`src/rtl/id_ex_issue_stage_pkg.sv`:
```
// rtl/id_ex_issue_stage_pkg.sv - shared widths, ALU op codes, control bundle and state encoding for the ID/EX issue stage
package id_ex_issue_stage_pkg;

    localparam int DATA_W_DEF = 32;
    localparam int REG_AW_DEF = 5;
    localparam int CTRL_W_DEF = 4;

    localparam logic [3:0] ALU_ADD = 4'b0010;
    localparam logic [3:0] ALU_SUB = 4'b0110;
    localparam logic [3:0] ALU_AND = 4'b0001;
    localparam logic [3:0] ALU_OR  = 4'b0000;
    localparam logic [3:0] ALU_NOR = 4'b1101;
    localparam logic [3:0] ALU_SLT = 4'b0111;

    typedef struct packed {
        logic regwrite;
        logic memread;
        logic memwrite;
        logic memtoreg;
        logic alusrc;
    } ctrl_bundle_t;

    typedef enum logic {
        ST_EMPTY = 1'b0,
        ST_HOLD  = 1'b1
    } issue_state_t;

endpackage

```
`src/rtl/id_ex_issue_stage_fwd_mux.sv`:
```
// rtl/id_ex_issue_stage_fwd_mux.sv - per-operand RAW forwarding select, EX/MEM over MEM/WB over held data
module fwd_mux #(
    parameter int DATA_W = 32,
    parameter int REG_AW = 5
) (
    input  logic [REG_AW-1:0] idx,
    input  logic [DATA_W-1:0] held_data,
    input  logic              exm_regwrite,
    input  logic [REG_AW-1:0] exm_rd,
    input  logic [DATA_W-1:0] exm_result,
    input  logic              mwb_regwrite,
    input  logic [REG_AW-1:0] mwb_rd,
    input  logic [DATA_W-1:0] mwb_wdata,
    output logic [DATA_W-1:0] operand
);

    always_comb begin
        operand = held_data;
        // Register 0 is hard-wired, so a write to it must never be forwarded.
        if (exm_regwrite && (exm_rd != '0) && (exm_rd == idx)) begin
            operand = exm_result;
        end else if (mwb_regwrite && (mwb_rd != '0) && (mwb_rd == idx)) begin
            operand = mwb_wdata;
        end
    end

endmodule

```
`src/rtl/id_ex_issue_stage.sv`:
```
// rtl/id_ex_issue_stage.sv - ID/EX pipeline register with operand forwarding, load-use stall, flush and back-pressure
module id_ex_issue_stage
    import id_ex_issue_stage_pkg::*;
#(
    parameter int DATA_W = DATA_W_DEF,
    parameter int REG_AW = REG_AW_DEF,
    parameter int CTRL_W = CTRL_W_DEF
) (
    input  logic              clk_i,
    input  logic              rst_n,
    input  logic              id_valid_i,
    output logic              id_ready_o,
    input  logic [REG_AW-1:0] id_rs_i,
    input  logic [REG_AW-1:0] id_rt_i,
    input  logic [REG_AW-1:0] id_rd_i,
    input  logic [DATA_W-1:0] id_rs_data_i,
    input  logic [DATA_W-1:0] id_rt_data_i,
    input  logic [DATA_W-1:0] id_imm_i,
    input  logic              id_alusrc_i,
    input  logic [CTRL_W-1:0] id_ctrl_i,
    input  logic              id_regwrite_i,
    input  logic              id_memread_i,
    input  logic              id_memwrite_i,
    input  logic              id_memtoreg_i,
    input  logic              flush_i,
    input  logic              ex_ready_i,
    input  logic              exm_regwrite_i,
    input  logic [REG_AW-1:0] exm_rd_i,
    input  logic [DATA_W-1:0] exm_result_i,
    input  logic              mwb_regwrite_i,
    input  logic [REG_AW-1:0] mwb_rd_i,
    input  logic [DATA_W-1:0] mwb_wdata_i,
    output logic              ex_valid_o,
    output logic [DATA_W-1:0] src1_o,
    output logic [DATA_W-1:0] src2_o,
    output logic [CTRL_W-1:0] ctrl_o,
    output logic [REG_AW-1:0] ex_rd_o,
    output logic              ex_regwrite_o,
    output logic              ex_memread_o,
    output logic              ex_memwrite_o,
    output logic              ex_memtoreg_o,
    output logic [DATA_W-1:0] ex_rt_data_o
);

    issue_state_t      state_q, state_d;
    ctrl_bundle_t      flags_q;
    logic [REG_AW-1:0] rs_q, rt_q, rd_q;
    logic [DATA_W-1:0] rs_data_q, rt_data_q, imm_q;
    logic [CTRL_W-1:0] alu_q;
    logic              advance, load_use, capture;
    logic [DATA_W-1:0] fwd_rs, fwd_rt;

    always_ff @(posedge clk_i or negedge rst_n) begin
        if (!rst_n) begin
            state_q <= ST_EMPTY;
        end else begin
            state_q <= state_d;
        end
    end

    always_comb begin
        advance    = (state_q == ST_EMPTY) || ex_ready_i;
        load_use   = (state_q == ST_HOLD) && flags_q.memread && (rd_q != '0) &&
                     ((rd_q == id_rs_i) || (rd_q == id_rt_i));
        id_ready_o = advance && !load_use && !flush_i;
        capture    = id_valid_i && id_ready_o;
        state_d    = state_q;
        if (flush_i) begin
            state_d = ST_EMPTY;
        end else if (advance) begin
            state_d = capture ? ST_HOLD : ST_EMPTY;
        end
    end

    // Any slot update that is not a capture leaves a bubble whose side-effect flags are cleared.
    always_ff @(posedge clk_i or negedge rst_n) begin
        if (!rst_n) begin
            flags_q   <= '0;
            rs_q      <= '0;
            rt_q      <= '0;
            rd_q      <= '0;
            rs_data_q <= '0;
            rt_data_q <= '0;
            imm_q     <= '0;
            alu_q     <= '0;
        end else if (capture) begin
            flags_q   <= '{regwrite: id_regwrite_i, memread: id_memread_i, memwrite: id_memwrite_i,
                           memtoreg: id_memtoreg_i, alusrc: id_alusrc_i};
            rs_q      <= id_rs_i;
            rt_q      <= id_rt_i;
            rd_q      <= id_rd_i;
            rs_data_q <= id_rs_data_i;
            rt_data_q <= id_rt_data_i;
            imm_q     <= id_imm_i;
            alu_q     <= id_ctrl_i;
        end else if (flush_i || advance) begin
            flags_q.regwrite <= 1'b0;
            flags_q.memread  <= 1'b0;
            flags_q.memwrite <= 1'b0;
        end
    end

    fwd_mux #(.DATA_W(DATA_W), .REG_AW(REG_AW)) u_fwd_rs (
        .idx(rs_q), .held_data(rs_data_q),
        .exm_regwrite(exm_regwrite_i), .exm_rd(exm_rd_i), .exm_result(exm_result_i),
        .mwb_regwrite(mwb_regwrite_i), .mwb_rd(mwb_rd_i), .mwb_wdata(mwb_wdata_i),
        .operand(fwd_rs)
    );

    fwd_mux #(.DATA_W(DATA_W), .REG_AW(REG_AW)) u_fwd_rt (
        .idx(rt_q), .held_data(rt_data_q),
        .exm_regwrite(exm_regwrite_i), .exm_rd(exm_rd_i), .exm_result(exm_result_i),
        .mwb_regwrite(mwb_regwrite_i), .mwb_rd(mwb_rd_i), .mwb_wdata(mwb_wdata_i),
        .operand(fwd_rt)
    );

    assign ex_valid_o    = (state_q == ST_HOLD);
    assign src1_o        = fwd_rs;
    assign src2_o        = flags_q.alusrc ? imm_q : fwd_rt;
    assign ctrl_o        = alu_q;
    assign ex_rd_o       = rd_q;
    assign ex_regwrite_o = flags_q.regwrite;
    assign ex_memread_o  = flags_q.memread;
    assign ex_memwrite_o = flags_q.memwrite;
    assign ex_memtoreg_o = flags_q.memtoreg;
    assign ex_rt_data_o  = fwd_rt;

endmodule

```
`config.mk`:
```
export PLATFORM = sky130hd
export DESIGN_NAME = id_ex_issue_stage
export DESIGN_NICKNAME = d
export VERILOG_FILES = /design/src/rtl/id_ex_issue_stage_pkg.sv /design/src/rtl/id_ex_issue_stage_fwd_mux.sv /design/src/rtl/id_ex_issue_stage.sv
export SDC_FILE = /design/constraint.sdc
export NUM_CORES = 1
export LEC_CHECK = 0
export ABC_CLOCK_PERIOD_IN_PS = 3210
export BUFFER_PORTS_ARGS = -buffer_cell sky130_fd_sc_hd__buf_2
export CAP_MARGIN = 25
export CORE_MARGIN = 1.5
export CORE_UTILIZATION = 48
export CTS_CLUSTER_SIZE = 8
export DETAILED_ROUTE_END_ITERATION = 10
export PLACE_DENSITY = 0.81
export RECOVER_POWER = 25
export SYNTH_ARGS = -nofsm -noshare
export SYNTH_HDL_FRONTEND = slang
export SYNTH_SLANG_ARGS = --single-unit
```
`constraint.sdc`:
```
create_clock -name clk_i -period 3.21 [get_ports clk_i]
set_clock_uncertainty 0.2 [all_clocks]
set_input_delay 0.321 -clock clk_i [delete_from_list [all_inputs] [get_ports clk_i]]
set_output_delay 0.321 -clock clk_i [all_outputs]
set_load 0.02 [all_outputs]
```
Word-level counts from Yosys, hierarchy flattened
Index checks and enable logic that the tools add are counted.
{"block": "op_classes", "eq_ne": 6, "mux": 10, "n_bitwise": 1, "n_reduce_logical": 22}
{"operator": "32-bit two-way mux", "count": 5}
{"operator": "5-bit == test", "count": 6}
{"operator": "5-bit nonzero test", "count": 3}
{"operator": "1-bit logical AND", "count": 12}
{"operator": "3-bit two-way mux", "count": 2}
{"operator": "2-bit nonzero test", "count": 2}
{"operator": "1-bit logical OR", "count": 3}
{"operator": "1-bit two-way mux", "count": 3}
{"operator": "1-bit zero test", "count": 2}
{"operator": "1-bit inverter", "count": 1}
{"block": "totals", "ff_bits": 121, "in_bits": 201, "out_inout_bits": 111, "wordCells": 52}

Longest topological paths before layout
Gate-level depths: netlist of run 1.
{"block": "logic_depth", "word_depth": 10, "mapped_depth": 7, "ltp_nobuf": 5}

Hierarchy
Synthesis of run 1 repeated with hierarchy kept, for this count alone.
{"block": "hier_totals", "cells_unflattened": 683, "hier_area_um2": 7368.3}
{"module": "id_ex_issue_stage", "n_inst": 1, "cells_each": 313, "area_each_um2": 5061.1, "seq_area_each_um2": 3027.9}
{"module": "fwd_mux", "n_inst": 2, "cells_each": 185, "area_each_um2": 1153.6, "seq_area_each_um2": 0.0}

Least setup slack after synthesis of run 1
Ideal clock, no wire load.
{"block": "synth_path", "kind": "input -> output", "startpoint": "input mwb_rd_i[0]", "endpoint": "output src2_o[10]", "arrival_time_ns": 2.175, "required_ns": 2.689, "setup_slack_ns": 0.514, "path_stages": 6, "path_buffers": 1, "cell_sequence": "or4_1 -> o211ai_2 -> buf_2 -> o21ai_0 -> a31oi_1 -> mux2_2"}
{"block": "synth_via", "elab_chain_len": 6, "elab_cells_between_ends": 7, "cone_classes": "eq/ne: 1; mux: 3; reduce/logical: 3"}
{"element": "from (decl)", "line_no": "id_ex_issue_stage.sv:31", "text": "input logic [REG_AW-1:0] mwb_rd_i,"}
{"element": "5-bit nonzero test", "line_no": "id_ex_issue_stage_fwd_mux.sv:22", "text": "end else if (mwb_regwrite && (mwb_rd != '0) && (mwb_rd == idx)) begin"}
{"element": "1-bit logical AND", "line_no": "id_ex_issue_stage_fwd_mux.sv:22"}
{"element": "1-bit logical AND *", "line_no": "id_ex_issue_stage_fwd_mux.sv:22"}
{"element": "32-bit two-way mux *", "line_no": "id_ex_issue_stage_fwd_mux.sv:22"}
{"element": "32-bit two-way mux *", "line_no": "id_ex_issue_stage_fwd_mux.sv:20", "text": "if (exm_regwrite && (exm_rd != '0) && (exm_rd == idx)) begin"}
{"element": "named net ex_rt_data_o[10]", "line_no": "id_ex_issue_stage.sv:42", "text": "output logic [DATA_W-1:0] ex_rt_data_o"}
{"element": "32-bit two-way mux *", "line_no": "id_ex_issue_stage.sv:119", "text": "assign src2_o = flags_q.alusrc ? imm_q : fwd_rt;"}
{"element": "to (decl)", "line_no": "id_ex_issue_stage.sv:35", "text": "output logic [DATA_W-1:0] src2_o,"}
The timed path passes the listed nets; every way through them passes the cells marked *.

Worst setup path in the final report of run 1
{"block": "layout_path", "startpoint": "register rs_q[4]", "endpoint": "output src1_o[2]"}
{"block": "layout_via", "elab_chain_len": 4, "elab_cells_between_ends": 6, "cone_classes": "eq/ne: 2; mux: 2; reduce/logical: 2"}
{"element": "from (decl)", "line_no": "id_ex_issue_stage.sv:47", "text": "logic [REG_AW-1:0] rs_q, rt_q, rd_q;"}
{"element": "from (signal assigned)", "line_no": "id_ex_issue_stage.sv:89", "text": "rs_q <= id_rs_i;"}
{"element": "5-bit == test", "line_no": "id_ex_issue_stage_fwd_mux.sv:22"}
{"element": "1-bit logical AND", "line_no": "id_ex_issue_stage_fwd_mux.sv:22"}
{"element": "32-bit two-way mux", "line_no": "id_ex_issue_stage_fwd_mux.sv:22"}
{"element": "32-bit two-way mux *", "line_no": "id_ex_issue_stage_fwd_mux.sv:20"}
{"element": "to (decl)", "line_no": "id_ex_issue_stage.sv:34", "text": "output logic [DATA_W-1:0] src1_o,"}
Mark *: on every way between the ends. The rest lies on a longest branch, timed or not.

==> flow_summary_export.csv, run 1 <==
group,metric,value,unit
sta,max_clock_freq,313,MHz
critical_path,reg2reg_depth,5,
routing,dr.pass1.iters,7,
floorplan,start_util,49.5,%
yosys,synthArstFlopShare,100,%
critical_path,end_kind,"output port",
clocking,htreeDepth,4,
finish,n_antenna_cell,0,
routing,drc,0,
sta,worstMarginPinSlew,1.86,ns
sta,setup-violations-final,0,
placement,dp.cells,1097,
floorplan,ios,312,
routing,drtAntennaViolNets,0,
placement,dp_hpwl,15.9,mm
routing,wl,27.1,mm
yosys,syn_inst,634,
power_and_ir_drop,power_density,593,mW/mm^2
clocking,cts_made_buffers,17,
routing,drt_iter0_drc,569,
routing,wire_per_inst,21.7,um
clocking,cts_tree,"yes",
yosys,seq_area_frac_synth,43.9,%
power_and_ir_drop,power_frac_comb,34.6,%
sta,rsz0062_at_grt,"false",
clocking,root_buffer,"clkbuf_16",
grt,track_usage,35.8,%
placement,routabilityCongestion,0.875,
yosys,syn-num-nets,835,
clocking,insertion_delay,0.42,ns
floorplan,core_area,0.0139,mm^2
routing,avgViaCountPerCell,5.76,
critical_path,crit_type,"flop to output port",
yosys,synth_edf_count,0,
worst_hold_path,min_to,"rs_q[2]$_DFFE_PN0P_",
critical_path,crit_arrival,2.67,ns
grt,grt_pass1_vias,7677,
yosys,synth_ff_type,"dfrtp_1",
placement,port_buffers,311,
finish,synthToLayoutAreaGrowth,52.4,%
grt,antenna_found_initial,1,
sta,post-route-period-util,99.4,%
worst_hold_path,holdPathStages,2,
sta,slew_violations,32,
floorplan,die_x,123,um
outcome,outcome,"finished, violations left",
finish,drive_gt1_share,48.7,%
clocking,clock_sinks,121,
job,drv_cap,1,
routing,route.vias.total,7203,
power_and_ir_drop,power,6230,uW
floorplan,die_h,123,um
critical_path,cp_max_fo,34,
yosys,syn-mean-instance-area,10.9,um^2
clocking,path_clk_slew,0.06,ns
worst_hold_path,worstHoldPathType,"primary input to flop",
critical_path,startpoint_type,"flop",
yosys,ys_types,36,
sta,tns,0,ns
grt,grt_max_degree,84,
yosys,netlist_area,0.00690,mm^2
critical_path,worstReg2RegStart,"ex_rd_o[1]$_DFFE_PN0P_",
power_and_ir_drop,p_sw_share,34.7,%
yosys,ys_ff_latch,121,
sta,hold-worst-slack,0.0436,ns
floorplan,fp-row-count,43,
yosys,ys.warnings.count,0,
power_and_ir_drop,ir_worst_vdd,0.000461,V
critical_path,r2r_end,"rt_q[3]$_DFFE_PN0P_",
sta,hold_viol,0,
worst_hold_path,holdCritStartpoint,"id_rs_i[2]",
clocking,clockBufferDepth,2,
finish,finalNonFillerCells,1250,
power_and_ir_drop,switching_power,2160,uW
power_and_ir_drop,seqPwrFrac,32.5,%
power_and_ir_drop,pwr-share-clk,33.0,%
sta,slew_headroom,-24.3,%
critical_path,required,2.69,ns
floorplan,die-area,0.0151,mm^2
sta,fin_crit,3.19,ns
critical_path,r2r_slack,0.24,ns
power_and_ir_drop,p_leak,0.00483,uW
grt,grt_pass1_wl,40.6,mm
finish,fin_nets,1258,
outcome,violations,"max-capacitance violations, max-slew violations",
grt,grt-ovfl-total,0,
power_and_ir_drop,intPower,4070,uW
-- cell usage in the layout (no fill, tap or decap), drive strengths merged --
master / n
xor2: 14
o211a: 1
or3: 26
nand2b: 1
clkinv: 6
a221oi: 6
o211ai: 3
o21ai: 27
bufinv: 4
dlygate4sd3: 120
a31oi: 26
a22o: 3
nor3: 28
o31ai: 6
or2: 3
clkinvlp: 2
nand4: 3
nor4: 1
mux2i: 32
mux2: 143
xnor2: 16
buf: 328
inv: 27
clkbuf: 22
or4: 4
nor2: 50
and3: 6
nand2: 6
a21oi: 32
nand3: 1
dfrtp: 121
o2111a: 1
a22oi: 1
-- synth_stat cells, types with 11 or more instances --
master	instances	area share (%)
mux2_2	143	23
dfrtp_1	121	44
nor2_1	50	2.7
a21oi_1	32	2.3
mux2i_1	32	4.6
nor3_1	28	2.0
inv_1	27	1.5
o21ai_0	27	2.0
a31oi_1	26	2.4
or3_1	26	2.4
clkbuf_1	17	0.92
xnor2_1	16	2.0
xor2_1	14	1.8
buf_2	12	0.87
buf_6	11	1.8
-- worst max path at each step --
stage	from	slack (ns)	end
6_report	rs_q[4]$_DFFE_PN0P_	0.02	src1_o[2]
4_1_cts	rt_q[1]$_DFFE_PN0P_	0.003	src2_o[9]
5_1_grt	rt_q[2]$_DFFE_PN0P_	0.00004	src2_o[26]
3_5_place_dp	mwb_rd_i[0]	0.20	ex_rt_data_o[3]
2_1_floorplan	mwb_rd_i[0]	0.51	src2_o[10]
3_3_place_gp	mwb_rd_i[0]	0.24	ex_rt_data_o[3]
-- registers in the layout, indices dropped and copies added (netlist names) --
name and count:
ctrl_o 4, ex_memread_o 1, ex_memtoreg_o 1, ex_memwrite_o 1, ex_rd_o 5, ex_regwrite_o 1
ex_valid_o 1, flags_q 1, imm_q 32, rs_data_q 32, rs_q 5, rt_data_q 32
rt_q 5
-- cells by family after synthesis --
logic type      after synthesis  share of synthesized area [%]
mux                         175                           28.0
simple gates                129                           9.35
flops                       121                           43.9
compound gates              106                           9.45
buf+inv                      73                           5.55
xor+xnor                     30                           3.81
-- power by group through the flow --
stage / logic [uW] / clock network (uW) / registers, uW
6_report: 2150 / 2060 / 2020
5_1_grt: 2270 / 2130 / 2050
4_1_cts: 2050 / 2060 / 2000
3_5_place_dp: 1910 / 0 / 2020
3_3_place_gp: 1880 / 0 / 2000
2_1_floorplan: 1240 / 0 / 1960
-- routing by layer --
| metal | global-route usage (%) | part of all wire (%) |
|---|---|---|
| met5 | 0 | 0.044 |
| met4 | 22.5 | 5.6 |
| met3 | 10.1 | 8.0 |
| met2 | 61.3 | 50 |
| met1 | 39.0 | 36 |
-- area by class of cell --
| cell class | count | area (um^2) |
|---|---|---|
| clock buffers | 20 | 457 |
| repair buffers | 450 | 2960 |
| well taps | 180 | 225 |
| fillers | 836 | 3420 |
| multi-input cells | 440 | 3570 |
| inverters | 27 | 101 |
| flip-flops and latches | 121 | 3030 |
| clock inverters | 12 | 173 |
-- timing repair --
action	CTS	global route
resized for setup	1	12
endpoints found under the hold margin	149	0
endpoints found under the setup margin	2	23
hold buffers	120	0
buffers inserted	0	1
pin swaps	0	1
-- stage by stage --
stage / utilization [%] / worst slack (ns) / area, um^2
final: 75.5 / 0.0201 / 10500
after global routing: 75.5 / 0.0000355 / 10500
after CTS: 75.0 / 0.00314 / 10500
after detailed placement: 61.8 / 0.201 / 8620
after global placement: 61.8 / 0.238 / 8620
after floorplan: - / 0.514 / 6900
-- worst max-delay path, cell delays in order, from the launching register on --
cell and delay, ns:
dfrtp_1 0.44, xnor2_2 0.20, nand3_1 0.18, or4_2 0.73, buf_6 0.24, nor2_1 0.20, a21oi_2 0.07, buf_2 0.18
Power figures use the tool's default switching activity.
==> inputs of run 2 (changes only) <==
- ABC_AREA: default -> 1
- CORE_UTILIZATION: 48 -> 50
- GPL_TIMING_DRIVEN: default -> 1
- PLACE_DENSITY: 0.81 -> 0.82
==> run 2 against run 1 <==
Against the previous run:
- the flow finishes with violations (design-rule violations, max-capacitance violations, max-slew violations)
- design area rose by 7.8%
- clock power rose by 2%
- register-to-register slack improved by 0.31 ns
- wire length rose by 17%
- critical path type unchanged
- critical endpoint is now src2_o[14]
- largest cell class unchanged
==> flow_summary_export.csv, run 2 <==
group,metric,value,unit
outcome,outcome,"finished, violations left",
outcome,violations,"design-rule violations, max-capacitance violations, max-slew violations",
floorplan,ios,312,
sta,hold_viol,0,
yosys,ys_ff_latch,121,
critical_path,crit_arrival,2.55,ns
finish,multi_input_area,0.00404,mm^2
clocking,cts_setup_buffers,0,
yosys,synthArstFlopShare,100,%
yosys,synth_top_area_share,38.3,%
routing,wl,31.7,mm
yosys,syn-num-nets,1355,
yosys,synth.most_common_cell,"nand2_1",
routing,drc,1,
job,drv_cap,1,
yosys,yosysTopAreaCell,"dfrtp_1",
yosys,ys.warnings.count,0,
finish,largestRegisters,"imm_q x32, rs_data_q x32, rt_data_q x32",
routing,avgViaCountPerCell,5.85,
clocking,cts_made_buffers,17,
critical_path,required,2.69,ns
sta,tns,0,ns
finish,fin_nets,1731,
clocking,clockBufferDepth,2,
grt,track_usage,38.2,%
grt,grt_pass1_wl,49.2,mm
placement,port_buffers,311,
yosys,synth_ff_type,"dfrtp_1",
sta,worstMarginPinSlew,1.83,ns
yosys,syn_inst,1154,
routing,dr.pass1.iters,10,
sta,max_clock_freq,325,MHz
yosys,syn-mean-instance-area,6.84,um^2
sta,rsz0062_at_grt,"false",
worst_hold_path,worstHoldPathType,"primary input to flop",
yosys,seq_area_frac_synth,38.3,%
power_and_ir_drop,ir_worst_vdd,0.000301,V
sta,slew_violations,30,
sta,slew_headroom,-22.2,%
placement,routabilityCongestion,0.919,
clocking,insertion_delay,0.42,ns
clocking,path_clk_slew,0.05,ns
power_and_ir_drop,p_leak,0.00639,uW
yosys,ys_types,25,
sta,fin_crit,3.07,ns
clocking,root_buffer,"clkbuf_16",
grt,grt-ovfl-total,0,
floorplan,core_area,0.0153,mm^2
finish,layout_commonest_cell,"nand2_1",
critical_path,startpoint_type,"flop",
placement,dpl_cell_area,0.00952,mm^2
clocking,cts_tree,"yes",
grt,grt_max_degree,118,
yosys,synth_edf_count,0,
power_and_ir_drop,power,6140,uW
floorplan,fp-row-count,45,
finish,design_area,0.0113,mm^2
placement,dp_hpwl,18.6,mm
routing,route.vias.total,10254,
routing,drtAntennaViolNets,0,
critical_path,crit_type,"flop to output port",
critical_path,cp_max_fo,21,
finish,final_cell_mix,"nand2_1 (390), buf_2 (309), nand3_1 (164), nand4_1 (150), dfrtp_1 (121)",
floorplan,die_h,129,um
clocking,htreeDepth,4,
routing,drt_iter0_drc,1338,
floorplan,start_util,51.6,%
floorplan,die_x,129,um
yosys,synthTopCellsByArea,"dfrtp_1 (38%), nand2_1 (19%), nand4_1 (12%)",
critical_path,end_kind,"output port",
power_and_ir_drop,power_density,541,mW/mm^2
finish,synthToLayoutAreaGrowth,43.6,%
clocking,clock_sinks,121,
finish,n_antenna_cell,0,
sta,post-route-period-util,95.7,%
floorplan,die-area,0.0166,mm^2
sta,setup-violations-final,0,
finish,n_fill_cell,1152,
yosys,synth_commonest_cells,"nand2_1 (390), nand3_1 (164), nand4_1 (150), dfrtp_1 (121), inv_1 (111)",
routing,wire_per_inst,18.1,um
finish,drive_gt1_share,24.3,%
yosys,netlist_area,0.00790,mm^2
grt,antenna_found_initial,0,
finish,seqCellArea,0.00303,mm^2
grt,grt_pass1_vias,9976,
-- run 2: changes by cell type after synthesis, sizes merged, moves of 36 or more --
cell / change
nand2: +386
mux2: -143
buf: +36
nand4: +147
nand3: +166
inv: +86
-- run 2: what timing repair did --
action,4_1_cts,5_1_grt
endpoints found under the setup margin,0,64
hold buffers,117,0
gates resized for setup,0,1
hold endpoints to repair,144,0
-- run 2: routing by layer --
layer	routed length (um)	share of wire, %	GRT usage [%]	vias up
li1	-	-	-	4552
met1	11600	37	45.4	4631
met2	14900	47	61.9	876
met3	3490	11	9.77	195
met4	1680	5.3	24.0	0
met5	0	0	0.588	-
-- run 2: per-stage QoR --
| step | utilization [%] | hold slack (ns) | cells | setup WS [ns] |
|---|---|---|---|---|
| 2_1_floorplan | - | -0.175 | 1154 | 1.05 |
| 3_3_place_gp | 62.2 | 0.0833 | 1605 | 0.571 |
| 3_5_place_dp | 62.2 | 0.0871 | 1605 | 0.544 |
| 4_1_cts | 74.0 | 0.00136 | 1752 | 0.139 |
| 5_1_grt | 74.1 | 0.00723 | 1752 | 0.0114 |
| 6_report | 74.1 | 0.0130 | 1752 | 0.137 |
-- run 2: worst max-delay path: stages (launching register included) --
cell and delay [ns]:
dfrtp_1 0.43, xor2_1 0.20, nor2_4 0.44, nand3b_1 0.17, buf_4 0.27, nand3_1 0.18
nand3_1 0.12, nand2_1 0.14, buf_2 0.17
-- run 2: area by class of cell --
type | count | area share, %
clock buffers | 22 | 4.18
clock inverters | 8 | 1.48
inverters | 114 | 3.77
multi-input cells | 825 | 35.6
flip-flops and latches | 121 | 26.7
well taps | 211 | 2.33
repair buffers | 451 | 25.9
-- run 2: kinds of logic after synthesis --
logic type | count (synthesis) | synth area share [%]
buf+inv | 208 | 11.2
xor+xnor | 24 | 2.66
compound gates | 38 | 2.46
simple gates | 763 | 45.3
flops | 121 | 38.3
-- run 2: power by group --
group,switching (uW),internal [uW]
sequential,159,1750
combinational,1370,743
clock,682,1430
-- run 2: path summary, 6_finish.rpt --
kind	from	to	slack [ns]	cells past startpoint
max	rt_q[2]$_DFFE_PN0P_	src2_o[14]	0.14	8
min	id_alusrc_i	flags_q[0]$_DFFE_PN0P_	0.01	3
max reg2reg	ex_rd_o[1]$_DFFE_PN0P_	ex_rd_o[3]$_DFFE_PN0P_	0.55	11
min reg2reg	rs_data_q[28]$_DFFE_PN0P_	rs_data_q[28]$_DFFE_PN0P_	0.27	2
max in group asynchronous	rst_n	imm_q[25]$_DFFE_PN0P_	0.76	3
min in group asynchronous	rst_n	imm_q[24]$_DFFE_PN0P_	0.75	2
